File: config.mk
export PLATFORM = sky130hd
export DESIGN_NAME = sps_deser
export DESIGN_NICKNAME = d
export VERILOG_FILES = /design/src/rtl/sps_pkg.sv /design/src/rtl/sps_shifter.sv /design/src/rtl/sps_deser.sv
export SDC_FILE = /design/constraint.sdc
export NUM_CORES = 1
export LEC_CHECK = 0
export CAP_MARGIN = 20
export CORE_ASPECT_RATIO = 1.1
export CORE_MARGIN = 3
export CORE_UTILIZATION = 45
export CTS_BUF_LIST = sky130_fd_sc_hd__clkbuf_8
export CTS_CLUSTER_DIAMETER = 200
export DETAILED_ROUTE_END_ITERATION = 6
export PLACE_DENSITY = 0.71
export SLEW_MARGIN = 5
export SYNTH_ARGS = -nofsm -noshare
export SYNTH_HDL_FRONTEND = slang
export SYNTH_SLANG_ARGS = --single-unit
File: constraint.sdc
create_clock -name clk -period 2 [get_ports clk]
set_input_delay 0.3 -clock clk [delete_from_list [all_inputs] [get_ports clk]]
set_output_delay 0.3 -clock clk [all_outputs]
set_load 0.01 [all_outputs]
File: src/rtl/sps_pkg.sv
`default_nettype none
// ============================================================================
//  Module   : sps_pkg
//  Purpose  : Shared types and helpers for the sps_deser serial deserialiser.
//  Revision : 1.0 - initial release
// ============================================================================
package sps_pkg;

    // Frame-capture FSM states; PARITY is only reachable with SPS_PARITY_EN
    typedef enum logic [1:0] {
        IDLE   = 2'd0,
        SHIFT  = 2'd1,
        PARITY = 2'd2
    } sps_state_t;

    // Bit count width able to hold 0..width inclusive
    function automatic int sps_cnt_w(input int width);
        return $clog2(width + 1);
    endfunction

endpackage
`default_nettype wire

File: src/rtl/sps_shifter.sv
`default_nettype none
// ============================================================================
//  Module   : sps_shifter
//  Purpose  : WIDTH-bit capture register; writes one serial bit at a frame
//             index, with bit order chosen by MSB_FIRST. A restart clears the
//             partially captured word before bit 0 is written.
//  Revision : 1.0 - initial release
// ============================================================================
module sps_shifter #(
    parameter int WIDTH     = 8,
    parameter int MSB_FIRST = 0,
    parameter int CW        = 4
) (
    input  logic             clk,
    input  logic             rst,
    input  logic             i_load,
    input  logic             i_restart,
    input  logic [CW-1:0]    i_idx,
    input  logic             i_din,
    output logic [WIDTH-1:0] o_q,
    output logic [WIDTH-1:0] o_q_nxt
);

    logic [WIDTH-1:0] r_q;
    logic [WIDTH-1:0] w_base;
    logic [CW-1:0]    w_pos;

    // Map frame index to physical bit position
    generate
        if (MSB_FIRST != 0) begin : g_msb_first
            assign w_pos = CW'(WIDTH - 1) - i_idx;
        end else begin : g_lsb_first
            assign w_pos = i_idx;
        end
    endgenerate

    // Next register value: optional clear, then write the incoming bit
    always_comb begin
        w_base  = i_restart ? '0 : r_q;
        o_q_nxt = w_base;
        if (i_load) begin
            for (int i = 0; i < WIDTH; i++) begin
                if (w_pos == CW'(i)) begin
                    o_q_nxt[i] = i_din;
                end
            end
        end
    end

    // Capture register
    always_ff @(posedge clk) begin
        if (rst) begin
            r_q <= '0;
        end else begin
            r_q <= o_q_nxt;
        end
    end

    assign o_q = r_q;

endmodule
`default_nettype wire

File: src/rtl/sps_deser.sv
`default_nettype none
// ============================================================================
//  Module   : sps_deser
//  Purpose  : Framed serial-to-parallel deserialiser with valid/ack holding
//             register, overrun pulse and optional parity check.
//  Options  : define SPS_PARITY_EN to append a parity bit to each frame.
//  Revision : 1.0 - initial release
// ============================================================================
module sps_deser
    import sps_pkg::*;
#(
    parameter int WIDTH     = 8,
    parameter int MSB_FIRST = 0,
    parameter int PAR_ODD   = 0
) (
    input  logic             clk,
    input  logic             clr,
    input  logic             bit_en,
    input  logic             start,
    input  logic             datai,
    input  logic             ack,
    output logic [WIDTH-1:0] datao,
    output logic             wr,
    output logic             ovr,
    output logic             par_err
);

    localparam int CW = sps_cnt_w(WIDTH);
    localparam logic [CW-1:0] c_last = CW'(WIDTH - 1);

    sps_state_t       r_state;
    logic [CW-1:0]    r_cnt;

    logic             w_restart;
    logic             w_load;
    logic [CW-1:0]    w_idx;
    logic             w_last;
    logic             w_done;
    logic [WIDTH-1:0] w_word;
    logic             w_perr;
    logic [WIDTH-1:0] w_q;
    logic [WIDTH-1:0] w_q_nxt;
    logic             w_unused;

    // A start bit always begins a new frame; data bits only land while shifting
    assign w_restart = bit_en & start;
    assign w_load    = w_restart | (bit_en & (r_state == SHIFT));
    assign w_idx     = w_restart ? '0 : r_cnt;
    assign w_last    = bit_en & ~start & (r_state == SHIFT) & (r_cnt == c_last);

`ifdef SPS_PARITY_EN
    // Word completes on the parity bit; data already sits in the capture reg
    assign w_done = bit_en & ~start & (r_state == PARITY);
    assign w_word = w_q;
    assign w_perr = (^{w_q, datai}) ^ PAR_ODD[0];
`else
    // Word completes on the last data bit, which is still in flight
    assign w_done = w_last;
    assign w_word = w_q_nxt;
    assign w_perr = 1'b0;
`endif

    // Sink for values only one build variant consumes
    assign w_unused = ^{w_q, w_q_nxt, PAR_ODD[0]};

    sps_shifter #(
        .WIDTH     (WIDTH),
        .MSB_FIRST (MSB_FIRST),
        .CW        (CW)
    ) u_shifter (
        .clk       (clk),
        .rst       (clr),
        .i_load    (w_load),
        .i_restart (w_restart),
        .i_idx     (w_idx),
        .i_din     (datai),
        .o_q       (w_q),
        .o_q_nxt   (w_q_nxt)
    );

    // Frame FSM and bit counter
    always_ff @(posedge clk) begin
        if (clr) begin
            r_state <= IDLE;
            r_cnt   <= '0;
        end else if (bit_en) begin
            if (start) begin
                r_state <= SHIFT;
                r_cnt   <= CW'(1);
            end else begin
                case (r_state)
                    SHIFT: begin
                        if (r_cnt != CW'(WIDTH)) begin
                            r_cnt <= r_cnt + CW'(1);
                        end
                        if (w_last) begin
`ifdef SPS_PARITY_EN
                            r_state <= PARITY;
`else
                            r_state <= IDLE;
`endif
                        end
                    end
                    PARITY:  r_state <= IDLE;
                    default: r_state <= IDLE;
                endcase
            end
        end
    end

    // Holding register with valid/ack handshake and overrun detection
    always_ff @(posedge clk) begin
        if (clr) begin
            datao   <= '0;
            wr      <= 1'b0;
            ovr     <= 1'b0;
            par_err <= 1'b0;
        end else begin
            ovr <= 1'b0;
            if (w_done) begin
                if (!wr || ack) begin
                    datao   <= w_word;
                    par_err <= w_perr;
                    wr      <= 1'b1;
                end else begin
                    ovr <= 1'b1;
                end
            end else if (wr && ack) begin
                wr <= 1'b0;
            end
        end
    end

endmodule
`default_nettype wire

# Word level (Yosys, flattened, before mapping)
# Cells that the tools add are included.
op_classes:
  mux: 21
  multipliers: 0
  order_cmp: 0
  add_sub_neg: 1
  eq_ne: 12
  reduce_logical: 12
  bitwise: 8
  n_shift: 0
  div: 0
ops:
  columns: ["op", "count"]
  rows:
  - ["$eq 4x3->1 const B", 5]
  - ["$mux 4", 4]
  - ["$mux 8", 2]
  - ["$mux 1", 12]
  - ["$eq 4x2->1 const B", 2]
  - ["$mux 2", 3]
  - ["$reduce_and 2->1", 3]
  - ["$reduce_bool 2->1", 3]
  - ["$and 1x1->1", 5]
  - ["$add 4x1->4 const B", 1]
  - ["$eq 4x1->1 const B", 1]
  - ["$logic_not 4->1", 1]
  - ["$ne 4x4->1 const B", 1]
  - ["$ne 3x3->1 const B", 1]
  - ["$reduce_and 3->1", 1]
  - ["$eq 2x1->1 const B", 1]
  - ["$ne 2x1->1 const B", 1]
  - ["$not 1->1", 2]
  - ["$reduce_or 2->1", 1]
  - ["$logic_and 1x1->1", 1]
  - ["$logic_not 1->1", 1]
  - ["$logic_or 1x1->1", 1]
  - ["$or 1x1->1", 1]
totals:
  inputBits: 6
  memories: 0
  ff_bits: 24
  mem_bits_rw: 0
  out_inout_bits: 11
  mem_bits_ro: 0
  latch_bits: 0
  wordCells: 60

# Logic depth before layout (Yosys ltp)
# Gate-level depths: netlist (run 1).
logic_depth:
  word_depth: 7
  ltp_mapped: 7
  ltp_nobuf: 5

# Hierarchy
# Synthesis (run 1) repeated with hierarchy kept, for this count alone.
unflattened:
  cells_unflattened: 143
  area_unflattened_um2: 1292.5
modules_own_cells:
  columns: ["mod", "area_per_inst_um2", "instances", "seq_area_each_um2", "cells_per_inst"]
  rows:
  - ["sps_deser", 773.2, 1, 300.3, 88]
  - ["sps_shifter", 519.2, 1, 160.2, 55]

# Worst setup path before layout (run 1)
# No wires, ideal clock.
synth_path:
  kind: "flip-flop to flip-flop"
  start: "register r_cnt[0]"
  end: "register r_cnt[2]"
  setup_time_ns: 0.121
  required_ns: 1.879
  setup_slack_ns: 0.534
  period_less_slack_ns: 1.466
  path_stages_with_launch: 6
  path_buffers: 0
  t_arrival_ns: 1.345
  path_cell_list: "dfxtp_1 inv_1 ha_1 a31oi_1 o211ai_1 mux2_2"
synth_between:
  elab_chain_len: 4
  word_cells_on_any_way: 7
  cone_classes: "add/sub: 1; eq/ne: 1; mux: 3; reduce/logical: 2"
synth_lines:
  columns: ["element", "line_no", "source"]
  rows:
  - ["start: declaration", "sps_deser.sv:32", "logic [CW-1:0] r_cnt;"]
  - ["start signal: assignment", "sps_deser.sv:94", "r_cnt <= r_cnt + CW'(1);"]
  - ["$add 4x1->4", "sps_deser.sv:94", null]
  - ["$mux 4", "sps_deser.sv:93", "if (r_cnt != CW'(WIDTH)) begin"]
  - ["$mux 4", "sps_deser.sv:91", "case (r_state)"]
  - ["$mux 4", "sps_deser.sv:87", "if (start) begin"]
# Parallel ways exist; a longest one is shown, timed or not. The select of a mux whose other input is x is not followed.
# A chain may end at the register's enable or synchronous reset.

# Worst setup path in the final report (run 1)
# Same ends and word-level chain as after synthesis.

==> results.py, run 1 <==
metrics = {
    "synthesis": {
        "synth-seq-area-share_pct": 42.6,
        "synth_flop_cell": "dfxtp_1",
        "synth_edf_count": 0,
        "async_flop_share_pct": 0,
        "synth_xor_area_share_pct": 0.811,
        "syn-instance-count": 119,
        "syn_avg_cell_area_um2": 9.07,
        "synth_area_um2": 1080,
        "ys_types": 38,
        "synthMuxAreaShare_pct": 6.60,
        "synthSimpleGateAreaFrac_pct": 24.4,
        "synthAdderAreaFrac_pct": 2.32,
        "synth_top_family_by_area": "simple AND/OR/NAND/NOR gates",
        "synth.net_count": 127,
        "synth_compound_area_share_pct": 15.5,
        "yosysWarnings": 0,
        "synth_seq_cells": 23,
    },
    "run": {
        "drv_cap": 0,
    },
    "grt": {
        "grt_use_met1_pct": 19.0,
        "grt_util_met2_pct": 22.0,
        "grt_pass1_wl_um": 3270,
        "grt_usage_pct": 14.4,
        "busiest_layer": "met2",
        "grt_antenna_before_repair": 0,
        "grt-ovfl-total": 0,
        "grt_pass1_vias": 758,
        "grt_max_degree": 20,
        "use_met3_pct": 2.35,
    },
    "timing": {
        "hold_violations": 0,
        "hold_ws_ns": 0.486,
        "setup_viol": 0,
        "min_period_ns": 1.63,
        "final.setup_skew_ns": 0.00224,
        "fin_tns_setup_ns": 0,
        "fmaxAchievable_ghz": 0.614,
        "slew_viol_final": 0,
        "rsz0062_at_grt": "no",
        "min_period_over_period_pct": 81.4,
    },
    "floorplan": {
        "die_area_um2": 3020,
        "core_um2": 2150,
        "rows": 17,
        "dieWidth_um": 52.7,
        "fp.dieH_um": 57.4,
        "io_pins": 17,
        "initial_core_util_pct": 50.3,
    },
    "clocking": {
        "cts_buffers": 3,
        "clock_latency_ns": 0.26,
        "post-cts-setup-buffers": 0,
        "clockBufferDepth": 2,
        "cts_resized": 0,
        "cts_tree": "built",
        "clkTransAtPathRegs_ns": 0.08,
        "clockRootBuffer": "clkbuf_8",
        "hold_buffers": 0,
        "cts.sinks": 23,
        "htreeDepth": 1,
    },
    "setup_path": {
        "worstSetupStartpointType": "flip-flop",
        "setup.worst_path.class": "reg2reg",
        "cp.required_ns": 2.16,
        "cp_max_fo": 9,
        "cp.arrival_ns": 1.79,
        "worstSetupEndpointType": "flip-flop",
    },
    "placed_design": {
        "io_buffer_count": 15,
        "routabilityCongestion": 0.837,
        "dp_cells": 158,
        "hpwl_um": 1440,
    },
    "pwr": {
        "p_per_area_nw_per_um2": 625,
        "leakagePower_nw": 0.501,
        "ir_drop_v": 0.000450,
    },
    "drt": {
        "drtAntennaViolNets": 0,
        "routed_wl_um": 1970,
        "dr.pass1.iters": 4,
        "drt-initial-drc-count": 16,
        "num_vias": 869,
        "via_per_inst": 5.36,
        "remaining_drc_errors": 0,
        "wl_per_cell_um": 12.2,
    },
    "finish": {
        "diodes": 0,
        "final_cells": 162,
        "synthToLayoutAreaGrowth_pct": 20.2,
        "fin_nets": 143,
        "post_route_cells_drive_above_1_share_pct": 10.4,
    },
    "hold_path": {
        "hold_path.class": "reg2reg",
    },
    "run_status": {
        "status": "completed",
    },
}
[synth_stat cells, types with 2 or more instances]
| cell type | instances | share of area, % |
|---|---|---|
| a211oi_1 | 6 | 4.2 |
| a21oi_1 | 2 | 0.93 |
| a311oi_1 | 3 | 2.4 |
| a31oi_1 | 2 | 1.2 |
| and4_1 | 3 | 2.4 |
| buf_6 | 3 | 3.1 |
| clkbuf_1 | 4 | 1.4 |
| dfxtp_1 | 23 | 43 |
| ha_1 | 2 | 2.3 |
| inv_1 | 6 | 2.1 |
| mux2i_1 | 6 | 5.6 |
| nand2_1 | 6 | 2.1 |
| nand2b_1 | 3 | 1.7 |
| nand3_1 | 5 | 2.3 |
| nor2_1 | 18 | 6.3 |
| nor2b_1 | 4 | 2.3 |
| nor3_1 | 2 | 0.93 |
[routing by layer]
layer,wire [µm],part of all wire (%)
met5,0,0
met4,35,1.8
met3,88,4.5
met2,916,46
met1,930,47
[cells by family (layout without fill, tap and decap cells)]
kind of cell / count (synthesis) / after routing
AND/OR/NAND/NOR: 49 / 49
flip-flops: 23 / 23
AO/OA/AOI/OAI: 22 / 22
buffers and inverters: 14 / 29
multiplexers: 7 / 7
adder cells (fa/ha/maj): 2 / 2
other: 1 / 1
XOR/XNOR: 1 / 1
[sequential cells by signal, indices dropped and copies added (netlist names)]
register       cells
r_cnt              4
wr                 1
r_state            1
datao              8
u_shifter.o_q      8
ovr                1
[final timing paths]
| kind | from | to | slack, ns | cells past startpoint |
|---|---|---|---|---|
| setup / recovery | r_cnt[0] | r_cnt[2] | 0.37 | 5 |
| hold reg to reg | datao[0] | datao[0] | 0.49 | 2 |
| setup reg to reg | r_cnt[0] | r_cnt[2] | 0.37 | 5 |
| hold / removal | datao[0] | datao[0] | 0.49 | 2 |
[critical path, cell delays in order, from the launching register on]
cell,delay (ns)
dfxtp_1,0.47
inv_1,0.08
ha_1,0.20
a31oi_1,0.35
o211ai_1,0.14
mux2_2,0.28
[layout by cell type (no fill, tap or decap), types with 2 or more instances in the layout]
cell type / netlist / routed
dfxtp_1: 23 / 23
nor2_1: 18 / 18
clkdlybuf4s50_1: 0 / 15
inv_1: 6 / 6
nand2_1: 6 / 6
mux2i_1: 6 / 6
a211oi_1: 6 / 6
nand3_1: 5 / 5
nor2b_1: 4 / 4
nand2b_1: 3 / 3
and4_1: 3 / 3
a311oi_1: 3 / 3
clkbuf_8: 0 / 3
buf_4: 1 / 3
a21oi_1: 2 / 2
nor3_1: 2 / 2
a31oi_1: 2 / 2
ha_1: 2 / 2
[layout make-up]
cell class	instances	area, µm²
fill	187	851
clock buffer	3	41.3
multi-input combinational	82	541
sequential	23	460
inverter	6	22.5
tap	28	35.0
clock inverter	1	5.00
timing repair buffer	19	193
[metrics by stage]
stage / instance area, µm² / setup WS (ns) / power [W] / utilization [%]
3_3_place_gp: 1250 / 0.120 / 0.000536 / 58.2
6_report: 1300 / 0.372 / 0.000811 / 60.4
3_5_place_dp: 1250 / 0.0750 / 0.000538 / 58.2
2_1_floorplan: 1080 / 0.534 / 0.000515 / -
4_1_cts: 1300 / 0.347 / 0.000818 / 60.4
5_1_grt: 1300 / 0.229 / 0.000839 / 60.4
[where the power goes]
group / total [W] / switching (W) / internal (W)
sequential: 0.000468 / 0.00000618 / 0.000462
combinational: 0.0000587 / 0.0000340 / 0.0000247
clock: 0.000285 / 0.000146 / 0.000139
total: 0.000811 / 0.000186 / 0.000626
No activity file was read; power rests on OpenSTA's default activity.
==> inputs of run 2 (changes only) <==
- clock period: 2 -> 1.69 ns (I/O delays scaled with it)
==> run 2 against run 1 <==
Net effect: wire length rose by 1.8%; largest power group unchanged; die area did not move; sequential power rose by 18%; non-clock buffer count rose by 8; clock power rose by 20%; combinational power rose by 44%; power rose by 21%; cell area rose by 4.6%; utilization rose by 2.8 points; critical path type unchanged; count of clock-buffer cells in the layout did not move.
==> results.py, run 2 (synthesis results as in run 1) <==
metrics = {
    "run_status": {
        "status": "completed",
    },
    "finish": {
        "most-common-layout-cells": "23 x dfxtp_1, 18 x nor2_1, 15 x clkdlybuf4s50_1",
        "fillers": 200,
        "synthToLayoutAreaGrowth_pct": 25.7,
        "layout_commonest_cell": "dfxtp_1",
        "fin_nets": 151,
        "post_route_cells_drive_above_1_share_pct": 15.5,
        "postLayoutCellArea_um2": 1360,
        "post-route-util_pct": 63.2,
        "diodes": 0,
    },
    "setup_path": {
        "setup.worst_path.class": "reg2reg",
        "max_stage_delay_ns": 0.47,
        "worstSetupStartpointType": "flip-flop",
        "r2r_slack_ns": 0.16,
        "critPathSlowestCell": "dfxtp_1",
        "worstSetupEndpointType": "flip-flop",
        "crit_buf_inv": 2,
        "cp.required_ns": 1.87,
        "worst_r2r_endpoint": "r_cnt[0]",
        "crit_family": "flip-flops",
        "r2r-start": "r_cnt[0]",
        "cp.arrival_ns": 1.71,
        "cp_cell_sequence": "inv_1 > ha_1 > a31oi_1 > buf_4 > mux2i_1 > a211oi_1",
        "cp_max_fo": 9,
        "worst-r2r-cell-count": 6,
    },
    "grt": {
        "grt_pass1_vias": 832,
        "grt-ovfl-total": 0,
        "grt_max_degree": 20,
        "grt_pass1_wl_um": 3440,
        "grt_usage_pct": 15.0,
        "grt_antenna_before_repair": 0,
    },
    "clocking": {
        "clkTransAtPathRegs_ns": 0.08,
        "cts_resized": 0,
        "cts_tree": "built",
        "clock_latency_ns": 0.26,
        "clockRootBuffer": "clkbuf_8",
        "post-cts-setup-buffers": 0,
        "clockBufferDepth": 2,
        "cts.sinks": 23,
        "cts_buffers": 3,
        "htreeDepth": 1,
        "hold_buffers": 0,
    },
    "drt": {
        "remaining_drc_errors": 0,
        "wl_per_cell_um": 11.8,
        "drtAntennaViolNets": 0,
        "num_vias": 888,
        "routed_wl_um": 2010,
        "drt-initial-drc-count": 13,
        "via_per_inst": 5.22,
        "dr.pass1.iters": 4,
    },
    "timing": {
        "hold_violations": 0,
        "min_period_ns": 1.53,
        "slew_viol_final": 0,
        "setup_viol": 0,
        "fmaxAchievable_ghz": 0.652,
        "min_period_over_period_pct": 90.7,
        "rsz0062_at_grt": "no",
        "setup_slack_ns": 0.157,
        "final.setup_skew_ns": 0.00208,
    },
    "placed_design": {
        "io_buffer_count": 15,
        "hpwl_um": 1510,
        "routabilityCongestion": 0.786,
        "placed_area_um2": 1310,
        "pre_cts_slack_ns": -0.0882,
    },
    "pwr": {
        "leakagePower_nw": 0.539,
        "p_per_area_nw_per_um2": 721,
        "ir_drop_v": 0.000482,
    },
    "hold_path": {
        "whs_path_depth": 2,
        "hold_path.class": "reg2reg",
        "min_to": "datao[0]",
        "hp-start": "datao[0]",
    },
    "floorplan": {
        "initial_core_util_pct": 50.3,
        "dieWidth_um": 52.7,
        "fp.dieH_um": 57.4,
        "io_pins": 17,
        "die_area_um2": 3020,
        "core_um2": 2150,
        "rows": 17,
    },
    "run": {
        "drv_cap": 0,
    },
}
-- run 2: changes by cell type in the layout (fill, tap and decap cells not counted) --
cell	before	now
buf_4	3	11
-- run 2: stage by stage --
stage,hold WS (ns),TNS (ns),total power [W],cells
after global placement,0.461,-0.179,0.000649,166
after global routing,0.513,0,0.00103,170
final,0.478,0,0.000979,170
after CTS,0.483,0,0.000996,170
after detailed placement,0.465,-0.502,0.000651,166
after floorplan,0.397,0,0.000609,119
-- run 2: worst max path at each step --
stage,startpoint,endpoint,slack (ns),cells past startpoint
finish,r_cnt[0],r_cnt[0],0.16,6
global route,r_cnt[0],r_cnt[0],0.002,6
CTS,r_cnt[0],r_cnt[0],0.15,6
detailed placement,bit_en,datao[3],-0.09,6
global placement,bit_en,datao[3],-0.06,6
floorplan,r_cnt[0],r_cnt[2],0.22,5
-- run 2: layer usage --
metal	vias up	part of all wire, %	GRT usage (%)	wire (µm)
met3	2	3.3	3.92	66
met2	16	46	22.5	917
met5	-	0	0	0
met4	0	1.9	6.57	38
li1	467	-	-	-
met1	403	49	20.0	983
-- run 2: worst reg2reg max path: stages, from the launching register on --
cell	delay, ns
dfxtp_1	0.47
inv_1	0.08
ha_1	0.21
a31oi_1	0.21
buf_4	0.16
mux2i_1	0.07
a211oi_1	0.26
-- run 2: final cells by class --
| cell class | instances | area, µm² | area share (%) |
|---|---|---|---|
| tap | 28 | 35.0 | 2.58 |
| inverter | 6 | 22.5 | 1.66 |
| sequential | 23 | 460 | 33.9 |
| timing repair buffer | 27 | 253 | 18.6 |
| clock buffer | 3 | 41.3 | 3.04 |
| clock inverter | 1 | 5.00 | 0.369 |
| multi-input combinational | 82 | 541 | 39.8 |
-- run 2: report_power, final --
| part | leakage (nW) | internal [W] | switching (W) | total, W |
|---|---|---|---|---|
| clock | 0.0255 | 0.000165 | 0.000176 | 0.000341 |
| sequential | 0.186 | 0.000547 | 0.00000722 | 0.000554 |
| combinational | 0.328 | 0.0000415 | 0.0000432 | 0.0000847 |
| total | 0.539 | 0.000753 | 0.000226 | 0.000979 |
